**config.mk**
```make
export PLATFORM = sky130hd
export DESIGN_NAME = instruction_fetch_unit
export DESIGN_NICKNAME = d
export VERILOG_FILES = /design/src/rtl/instruction_fetch_pkg.sv /design/src/rtl/fetch_fifo.sv /design/src/rtl/instruction_fetch_unit.sv
export SDC_FILE = /design/constraint.sdc
export NUM_CORES = 1
export LEC_CHECK = 0
export BUFFER_PORTS_ARGS = -buffer_cell sky130_fd_sc_hd__buf_2
export CAP_MARGIN = 20
export CELL_PAD_IN_SITES_DETAIL_PLACEMENT = 0
export CELL_PAD_IN_SITES_GLOBAL_PLACEMENT = 2
export CORE_ASPECT_RATIO = 1.1
export CORE_MARGIN = 2
export CORE_UTILIZATION = 40
export CTS_CLUSTER_SIZE = 8
export DETAILED_ROUTE_END_ITERATION = 7
export PLACE_DENSITY_LB_ADDON = 0.08
export SLEW_MARGIN = 20
export SYNTH_ARGS = -nofsm -noshare
export SYNTH_HDL_FRONTEND = slang
export SYNTH_SLANG_ARGS = --single-unit
```
**constraint.sdc**
```tcl
create_clock -name clock -period 5.4 [get_ports clock]
set_input_delay 0.54 -clock clock [delete_from_list [all_inputs] [get_ports clock]]
set_output_delay 0.54 -clock clock [all_outputs]
set_load 0.05 [all_outputs]
```
**src/rtl/instruction_fetch_pkg.sv**
```systemverilog
// rtl/instruction_fetch_pkg.sv - shared types and constants for the instruction fetch unit
package instruction_fetch_pkg;

    localparam int INST_BYTES = 4;
    localparam int ENTRY_BITS = 64;
    localparam logic [31:0] NOP_INSTRUCTION = 32'h0000_0013;

    typedef struct packed {
        logic [31:0] pc;
        logic [31:0] instruction;
    } fetch_entry_t;

endpackage

```
**src/rtl/fetch_fifo.sv**
```systemverilog
// rtl/fetch_fifo.sv - {pc, instruction} buffer between fetch and decode; flush beats push and pop
import instruction_fetch_pkg::*;

module fetch_fifo #(
    parameter int DEPTH     = 4,
    parameter int LOG_DEPTH = 2
) (
    input  logic                  clock,
    input  logic                  reset,
    input  logic                  push,
    input  logic                  pop,
    input  logic                  flush,
    input  logic [ENTRY_BITS-1:0] push_entry,
    output logic [ENTRY_BITS-1:0] head_entry,
    output logic [LOG_DEPTH:0]    count,
    output logic                  full,
    output logic                  empty
);

    localparam logic [LOG_DEPTH:0] FULL_COUNT = (LOG_DEPTH + 1)'(DEPTH);

    logic [ENTRY_BITS-1:0] mem [DEPTH];
    logic [LOG_DEPTH-1:0]  head;
    logic [LOG_DEPTH-1:0]  tail;
    logic                  do_push;
    logic                  do_pop;

    assign full    = (count == FULL_COUNT);
    assign empty   = (count == '0);
    assign do_push = push & ~full;
    assign do_pop  = pop & ~empty;

    assign head_entry = mem[head];

    // Storage needs no reset: an entry is only observed once count covers it.
    always_ff @(posedge clock) begin
        if (!reset && !flush && do_push) begin
            mem[tail] <= push_entry;
        end
    end

    always_ff @(posedge clock) begin
        if (reset || flush) begin
            head  <= '0;
            tail  <= '0;
            count <= '0;
        end else begin
            if (do_push) begin
                tail <= tail + 1'b1;
            end
            if (do_pop) begin
                head <= head + 1'b1;
            end
            if (do_push && !do_pop) begin
                count <= count + 1'b1;
            end else if (do_pop && !do_push) begin
                count <= count - 1'b1;
            end
        end
    end

endmodule

```
**src/rtl/instruction_fetch_unit.sv**
```systemverilog
// rtl/instruction_fetch_unit.sv - sequential fetch, cache request and decode buffer; IFU_PERF_COUNTERS_EN adds perf counters
import instruction_fetch_pkg::*;

module instruction_fetch_unit #(
    parameter logic [31:0] RESET_PC       = 32'h0000_0000,
    parameter int          FIFO_DEPTH     = 4,
    parameter int          LOG_FIFO_DEPTH = 2
) (
    input  logic        clock,
    input  logic        reset,
    output logic [31:0] cache_address,
    output logic        cache_read,
    input  logic [31:0] cache_instruction,
    input  logic        cache_waitrequest,
    input  logic        cache_inst_valid,
    input  logic        fetch_enable,
    input  logic        redirect_valid,
    input  logic [31:0] redirect_pc,
    output logic        decode_valid,
    output logic [31:0] decode_instruction,
    output logic [31:0] decode_pc,
`ifdef IFU_PERF_COUNTERS_EN
    output logic [31:0] perf_fetch_count,
    output logic [31:0] perf_stall_count,
`endif
    input  logic        decode_ready
);

    localparam logic [LOG_FIFO_DEPTH:0] FULL_COUNT = (LOG_FIFO_DEPTH + 1)'(FIFO_DEPTH);

    logic [31:0]               fetch_pc;
    logic                      completion;
    logic                      fifo_push;
    logic                      fifo_pop;
    logic                      fifo_full;
    logic                      fifo_empty;
    logic [LOG_FIFO_DEPTH:0]   fifo_count;
    fetch_entry_t              push_entry;
    fetch_entry_t              head_entry;

    assign cache_address = fetch_pc;
    assign cache_read    = ~reset & fetch_enable & ~redirect_valid & (fifo_count != FULL_COUNT);
    assign completion    = cache_read & ~cache_waitrequest & cache_inst_valid;

    assign push_entry = '{pc: fetch_pc, instruction: cache_instruction};
    assign fifo_push  = completion & ~fifo_full;
    assign fifo_pop   = decode_valid & decode_ready & ~redirect_valid;

    fetch_fifo #(
        .DEPTH     (FIFO_DEPTH),
        .LOG_DEPTH (LOG_FIFO_DEPTH)
    ) u_fetch_fifo (
        .clock      (clock),
        .reset      (reset),
        .push       (fifo_push),
        .pop        (fifo_pop),
        .flush      (redirect_valid),
        .push_entry (push_entry),
        .head_entry (head_entry),
        .count      (fifo_count),
        .full       (fifo_full),
        .empty      (fifo_empty)
    );

    assign decode_valid       = ~fifo_empty;
    assign decode_instruction = decode_valid ? head_entry.instruction : 32'h0;
    assign decode_pc          = decode_valid ? head_entry.pc : 32'h0;

    // The address advances only on completion, so a waiting request keeps it stable.
    always_ff @(posedge clock) begin
        if (reset) begin
            fetch_pc <= RESET_PC;
        end else if (redirect_valid) begin
            fetch_pc <= {redirect_pc[31:2], 2'b00};
        end else if (completion) begin
            fetch_pc <= fetch_pc + 32'(INST_BYTES);
        end
    end

`ifdef IFU_PERF_COUNTERS_EN
    always_ff @(posedge clock) begin
        if (reset) begin
            perf_fetch_count <= '0;
            perf_stall_count <= '0;
        end else begin
            if (completion) begin
                perf_fetch_count <= perf_fetch_count + 32'd1;
            end
            if (cache_read && !completion) begin
                perf_stall_count <= perf_stall_count + 32'd1;
            end
        end
    end
`endif

endmodule

```
==> PnR_summary.wiki, run 1 <==
{| class="wikitable"
! Metric !! Value
|-
| Global-route wire length before repair || 39520 um
|-
| IO Pins || 169
|-
| Initial core utilization || between 40% and 50%
|-
| Largest net degree at the start of global routing || 64
|-
| Final weighted congestion of routability-driven global placement || between 0.7 and 0.8
|-
| Die Span X || 167.2 um
|-
| Peak fanout along the critical path || 42
|-
| Starting DRC count in detailed routing || around 390
|-
| Worst supply voltage drop on vdd || ~0.00021 V
|-
| Final Slew Violations || 0
|-
| Final number of setup-violating endpoints || 0
|-
| Gate Count Post-Synth || approximately 680
|-
| Worst Path Buf+Inv || 2
|-
| Core Rows || 65
|-
| Worst hold slack || between 0.2 and 0.25 ns
|-
| Critical path class || flip-flop to output port
|-
| DRT antenna net count || 0
|-
| Count of fill cells added during filler insertion || approximately 2600
|-
| Placed cell count || about 1200
|-
| Global route overflow || 0
|-
| Setup slack after layout || around 1.9 ns
|-
| Largest cells by area after synthesis || edfxtp_1 (64%), mux4_2 (12%), dfxtp_1 (6.7%)
|-
| CTS Buf Count || 41
|-
| Final HPWL DP || between 10000 and 15000 um
|-
| Layer with the highest usage || met2
|-
| Cell type group with the largest total delay on the critical path || flip-flops
|-
| Max incr delay on CP || roughly 0.94 ns
|-
| TritonCTS clock tree || done
|-
| Setup repair after global routing missed its margin || false
|-
| Met1 Usage GRT || a little over a fifth
|-
| Post-layout instance count excluding filler cells || about 1200
|-
| Worst-path cell chain || buf_4 -> mux4_2 -> and2_1 -> buf_2
|-
| Die ar. || between 30000 and 40000 um^2
|-
| H-tree depth || 2
|-
| Async set-reset flop share out of synthesis || 0%
|-
| Number of sinks handled by clock tree synthesis || between 200 and 300
|-
| Residual DRC || 12
|-
| Area added between synthesis and finish || 18.97%
|-
| Total detailed-routing wirelength || 25600 um
|-
| Die span in y || around 180 um
|-
| Power density over the cells || approximately 360 nW/um^2
|-
| Leading register cell type out of synthesis || edfxtp_1
|-
| Core area || 28790 um^2
|-
| Warning count from the yosys run || 0
|-
| Global routing usage on met2 || 29.36%
|-
| Result of the run || finished, violations left
|-
| Clock latency on the worst-skew pair || between 0.5 and 0.6 ns
|-
| Max Clock Freq || 285.9 MHz
|-
| Slowest CP cell || dfxtp_4
|-
| Detailed-route via count || between 6000 and 7000
|-
| First-pass iteration count of the detailed router || 6
|-
| Antenna diode count || 0
|-
| Antenna violations before repair || 0
|-
| Most instantiated library cell after synthesis || edfxtp_1
|-
| CTS Root Cell || clkbuf_16
|-
| Post-synth top area share || roughly 64%
|-
| Placement Setup Slack || 2.128 ns
|-
| Violated checks || design-rule violations
|-
| Tightest Pin Transition || 1.055 ns
|-
| Vias in the first global route || 6977
|-
| Post-synth design cell area || 11720 um^2
|-
| EDFF count, synth || roughly 250
|-
| Final setup skew || roughly 0.017 ns
|-
| Post-layout min period || approximately 3.5 ns
|-
| Total Nets Final || between 900 and 1000
|-
| Number of buffer cells added on primary ports || roughly 160
|-
| Tightest Hold Check Type || primary input to flip-flop
|-
| Fraction of layout instances using a drive strength above 1 || between 30 and 40%
|-
| Final routed wire length divided by cell count || between 20 and 25 um
|-
| Post-cts repair resize count || 0
|-
| Post-cts hold buffer count || 0
|-
| Post-synthesis sequential element count || between 200 and 300
|-
| Clk pin slew, worst setup/hold paths || approximately 0.050 ns
|-
| End-of-flow core utilization || between 40 and 50%
|-
| Worst Setup End Kind || output port
|-
| Total Routing Usage GR || about 17%
|-
| Longest Clk Path Bufs || 3
|-
| Required time reported for the critical path endpoint || 4.86 ns
|-
| Met3 track utilization from global routing || ~3.3%
|-
| Post-CTS setup buffer count || 0
|-
| Maximum Capacitance Violations || 0
|-
| Count of endpoints failing hold in the final timing report || 0
|-
| Final period util || about two thirds
|-
| Portion of the post-synthesis area used by sequential elements || a little over two thirds
|-
| Distinct cells, synth || 42
|-
| Startpoint class of the critical path || flip-flop
|-
| Number of vias per cell || 5.175
|-
| Setup TNS || 0 ns
|-
| Commonest cells post-synth || edfxtp_1 (248), and2_1 (68), mux4_2 (62)
|-
| Mean instance size in the synthesized netlist || 17.29 um^2
|-
| Data arrival time of the critical path || between 2 and 3 ns
|-
| LEAKAGE || about 5 nW
|-
| Headroom to the max-slew limit || 29.68%
|-
| Synth area leader || edfxtp_1
|}
-- cell families after synthesis --
logic type,share of synthesized area (%)
and+or+nand+nor,8.305
buffers and inverters,2.647
AOI/OAI and AO/OA,2.914
DFF,70.20
other,0.03199
adders and majority gates,0.8113
muxes,12.55
xor gates and xnor gates,2.541
-- power by group --
part / switching (W) / internal [W]
Clock: 0.000863 / 0.00140
Sequential: 0.0000407 / 0.00244
Combinational: 0.000164 / 0.0000723
-- per-layer routing --
layer | vias to the layer above | routed length [um]
met5 | - | 0
met4 | 0 | 532
met3 | 39 | 1361
met2 | 161 | 12960
met1 | 3230 | 10740
li1 | 2920 | -
-- worst register-to-register path, stage by stage, from the launching register on --
cell,delay (ns)
dfxtp_1,0.41
or3b_1,0.38
and2_4,0.29
nand2b_2,0.16
inv_1,0.17
ha_1,0.23
inv_1,0.08
fa_1,0.38
xor2_1,0.16
or3_1,0.31
a21oi_1,0.13
-- area by class of cell --
type / count / area [um^2] / area share [%]
repair buffers: 165 / 833.3 / 5.976
multi-input cells: 326 / 3206 / 22.99
well taps: 368 / 460.4 / 3.302
flip-flops and latches: 287 / 8235 / 59.06
clock buffers: 56 / 1104 / 7.914
inverters: 24 / 90.09 / 0.6460
clock inverters: 1 / 16.27 / 0.1166
-- sequential cells by signal, indices dropped and copies added, names as in the netlist, named ones only --
signal / cells
cache_address: 30
u_fetch_fifo.count: 3
u_fetch_fifo.head: 2
u_fetch_fifo.tail: 2
u_fetch_fifo.mem: 248
-- placed cells by master (no fill, tap or decap), types with 2 or more instances in the layout --
cell type,Yosys,layout
xnor2_1,16,16
and2_1,68,64
nor3_1,2,2
a22oi_1,5,5
nor2_1,12,12
nor2b_1,5,5
conb_1,1,4
dfxtp_4,0,2
nor4_1,7,7
inv_1,24,24
and3b_1,2,2
nand3_1,10,10
o21a_1,20,20
nand4_1,12,12
mux2i_1,6,6
clkbuf_1,27,14
dfxtp_1,39,37
xor2_1,18,18
ha_1,6,6
clkbuf_16,0,42
edfxtp_1,248,248
buf_2,8,162
buf_4,6,3
a21oi_1,21,21
mux4_2,62,62
and4_1,5,5
and2_4,1,5
and3_1,10,10
nand2_1,15,15
o22ai_1,5,5
-- path summary, 6_finish.rpt --
path / depth (start not counted) / slack, ns / start / to
max: 4 / 1.90 / flip-flop / decode_pc[14]
min: 1 / 0.23 / cache_instruction[6] / u_fetch_fifo.mem[3][6]
max reg2reg: 10 / 2.64 / u_fetch_fifo.count[0] / u_fetch_fifo.count[2]
min reg2reg: 2 / 0.50 / u_fetch_fifo.tail[1] / u_fetch_fifo.tail[1]
-- metrics by stage --
stage | instance area (um^2) | power [W]
final | 13940 | 0.004972
after global routing | 13940 | 0.005146
after CTS | 13940 | 0.005034
after detailed placement | 12820 | 0.002758
after global placement | 12820 | 0.002752
after floorplan | 11730 | 0.002668
No activity file was read; power rests on OpenSTA's default activity.
==> run 2, diff against run 1 <==
Settings changed: CORE_UTILIZATION 40 to 38.
Clock period 5.4 ns to 2.84 ns, I/O delays scaled along.
==> PnR_summary.wiki, run 2 (synthesis results as in run 1) <==
{| class="wikitable"
! Metric !! Value
|-
| LEAKAGE || 5.316 nW (was 5.068 nW)
|-
| Critical path class || flip-flop to output port (unchanged)
|-
| H-tree depth || 2 (unchanged)
|-
| Tightest Pin Transition || 0.6640 ns (was 1.055 ns)
|-
| Power density over the cells || 652.1 nW/um^2 (was 356.6 nW/um^2)
|-
| Worst Setup End Kind || output port (unchanged)
|-
| Detailed-route via count || 6496 (was 6350)
|-
| Die Span X || 171.5 um (was 167.2 um)
|-
| Final setup skew || 0.02213 ns (was 0.01675 ns)
|-
| Final Slew Violations || 0 (unchanged)
|-
| Post-layout min period || around 2.6 ns
|-
| Post-Place Cell Area || 13120 um^2 (was 12820 um^2)
|-
| Most common cell after layout, fill and taps aside || edfxtp_1 (unchanged)
|-
| Total Nets Final || 973 (was 923)
|-
| Area added between synthesis and finish || 23.89% (was 18.97%)
|-
| Die span in y || 188.2 um (was 183.5 um)
|-
| Multi-input logic area || 3206 um^2 (unchanged)
|-
| IO Pins || 169 (unchanged)
|-
| Number of buffer cells added on primary ports || 162 (unchanged)
|-
| Required time reported for the critical path endpoint || 2.56 ns (was 4.86 ns)
|-
| Antenna diode count || 0 (unchanged)
|-
| Max Clock Freq || between 300 and 400 MHz
|-
| Fraction of layout instances using a drive strength above 1 || 33.81% (was 33.29%)
|-
| First-pass iteration count of the detailed router || 4 (was 6)
|-
| Antenna violations before repair || 0 (unchanged)
|-
| Count of endpoints failing hold in the final timing report || 0 (unchanged)
|-
| Setup TNS || 0 ns (unchanged)
|-
| Startpoint of the worst-slack reg-to-reg timing path || u_fetch_fifo.count[0] (unchanged)
|-
| Number of vias per cell || 4.914 (was 5.175)
|-
| Initial core utilization || 38.52% (was 40.71%)
|-
| Total Routing Usage GR || 16.63% (was 16.84%)
|-
| Clock latency on the worst-skew pair || 0.52 ns (about the same)
|-
| Number of sinks handled by clock tree synthesis || 287 (unchanged)
|-
| DRT antenna net count || 0 (unchanged)
|-
| Die ar. || 32270 um^2 (was 30690 um^2)
|-
| Maximum Capacitance Violations || 0 (unchanged)
|-
| Final period util || 91.97%
|-
| Vias in the first global route || 6901 (was 6977)
|-
| CTS Buf Count || 41 (unchanged)
|-
| Worst supply voltage drop on vdd || 0.0004115 V (was 0.0002067 V)
|-
| Flip-flop and latch area || 8235 um^2 (unchanged)
|-
| Global route overflow || 0 (unchanged)
|-
| Startpoint class of the critical path || flip-flop (unchanged)
|-
| Final weighted congestion of routability-driven global placement || 0.7270 (was 0.7042)
|-
| Residual DRC || 0 (was 12)
|-
| Global-route wire length before repair || 40540 um (was 39520 um)
|-
| Flip-flop count of the largest register after layout || 248 (unchanged)
|-
| Most frequent cells in the layout || edfxtp_1 (248), buf_2 (162), and2_1 (64), mux4_2 (62), clkbuf_16 (42) (unchanged)
|-
| TritonCTS clock tree || done (unchanged)
|-
| Final routed wire length divided by cell count || 19.84 um (was 20.86 um)
|-
| Core Rows || 67 (was 65)
|-
| Largest net degree at the start of global routing || 64 (unchanged)
|-
| Peak fanout along the critical path || 14 (was 42)
|-
| Biggest register || u_fetch_fifo.mem (unchanged)
|-
| Total detailed-routing wirelength || 26230 um (was 25600 um)
|-
| Total non-filler cell area in the finished layout || 14520 um^2 (was 13940 um^2)
|-
| Core area || 30430 um^2 (was 28790 um^2)
|-
| Placed cell count || 1237 (was 1170)
|-
| Post-cts repair resize count || 0 (unchanged)
|-
| Startpoint of the most critical hold path || cache_instruction[18] (was cache_instruction[6])
|-
| Setup repair after global routing missed its margin || false (unchanged)
|-
| CTS Root Cell || clkbuf_16 (unchanged)
|-
| Clk pin slew, worst setup/hold paths || 0.05 ns (about the same)
|-
| Tightest Hold Check Type || primary input to flip-flop (unchanged)
|-
| Count of fill cells added during filler insertion || 2729 (was 2566)
|-
| Post-layout instance count excluding filler cells || 1322 (was 1227)
|-
| Longest Clk Path Bufs || 3 (unchanged)
|-
| Starting DRC count in detailed routing || 293 (was 387)
|-
| Headroom to the max-slew limit || 55.73% (was 29.68%)
|-
| Worst hold slack || 0.02236 ns (was 0.2330 ns)
|-
| Result of the run || complete, no violations (was finished, violations left)
|-
| Final HPWL DP || 16560 um (was 14860 um)
|-
| Final number of setup-violating endpoints || 0 (unchanged)
|-
| Data arrival time of the critical path || 2.33 ns (was 2.96 ns)
|}
[run 2: changes by cell type in the layout (fill, tap and decap cells not counted)]
cell	before	now
buf_12	0	6
dlygate4sd3_1	0	29
buf_4	3	18
clkbuf_1	14	13
[run 2: final cells by class]
type / count / area share [%]
Tap cell: 414 / 3.567
Inverter: 24 / 0.6204
Timing Repair Buffer: 215 / 9.340
Multi-Input combinational cell: 326 / 22.07
Sequential cell: 287 / 56.71
Clock inverter: 1 / 0.1120
Clock buffer: 55 / 7.574
[run 2: timing repair]
action	CTS	global route
hold buffers	29	0
hold endpoints to repair	116	0
setup buffers	0	0
[run 2: worst paths after layout]
path	endpoint	slack (ns)	depth (start not counted)
hold reg to reg	u_fetch_fifo.tail[1]	0.51	2
setup reg to reg	u_fetch_fifo.count[2]	0.30	10
setup / recovery	decode_pc[16]	0.23	4
hold / removal	u_fetch_fifo.mem[3][18]	0.02	1
[run 2: worst max-delay path: stages, from the launching register on]
cell     delay (ns)
dfxtp_4        0.55
buf_4          0.34
mux4_2         0.54
and2_1         0.18
buf_2          0.21
[run 2: routing by layer]
| metal | global-route usage [%] | share of wire (%) | vias to the layer above |
|---|---|---|---|
| li1 | - | - | 3035 |
| met1 | 22.10 | 44 | 3269 |
| met2 | 28.19 | 50 | 153 |
| met3 | 2.920 | 4.0 | 39 |
| met4 | 4.465 | 1.9 | 0 |
| met5 | 0 | 0 | - |
[run 2: where the power goes]
group	leakage [nW]	switching, W	internal (W)	total (W)
Combinational	2.20	0.000333	0.000171	0.000503
Clock	0.540	0.00162	0.00265	0.00427
Sequential	2.58	0.0000689	0.00463	0.00470
Total	5.32	0.00202	0.00745	0.00947
[run 2: per-stage QoR]
stage	utilization (%)	setup slack [ns]	total power, W
floorplan	-	0.5048	0.005073
global placement	43.10	0.2192	0.005247
detailed placement	43.10	0.1282	0.005259
CTS	47.72	0.1448	0.009597
global route	47.72	0.07602	0.009812
finish	47.72	0.2281	0.009469
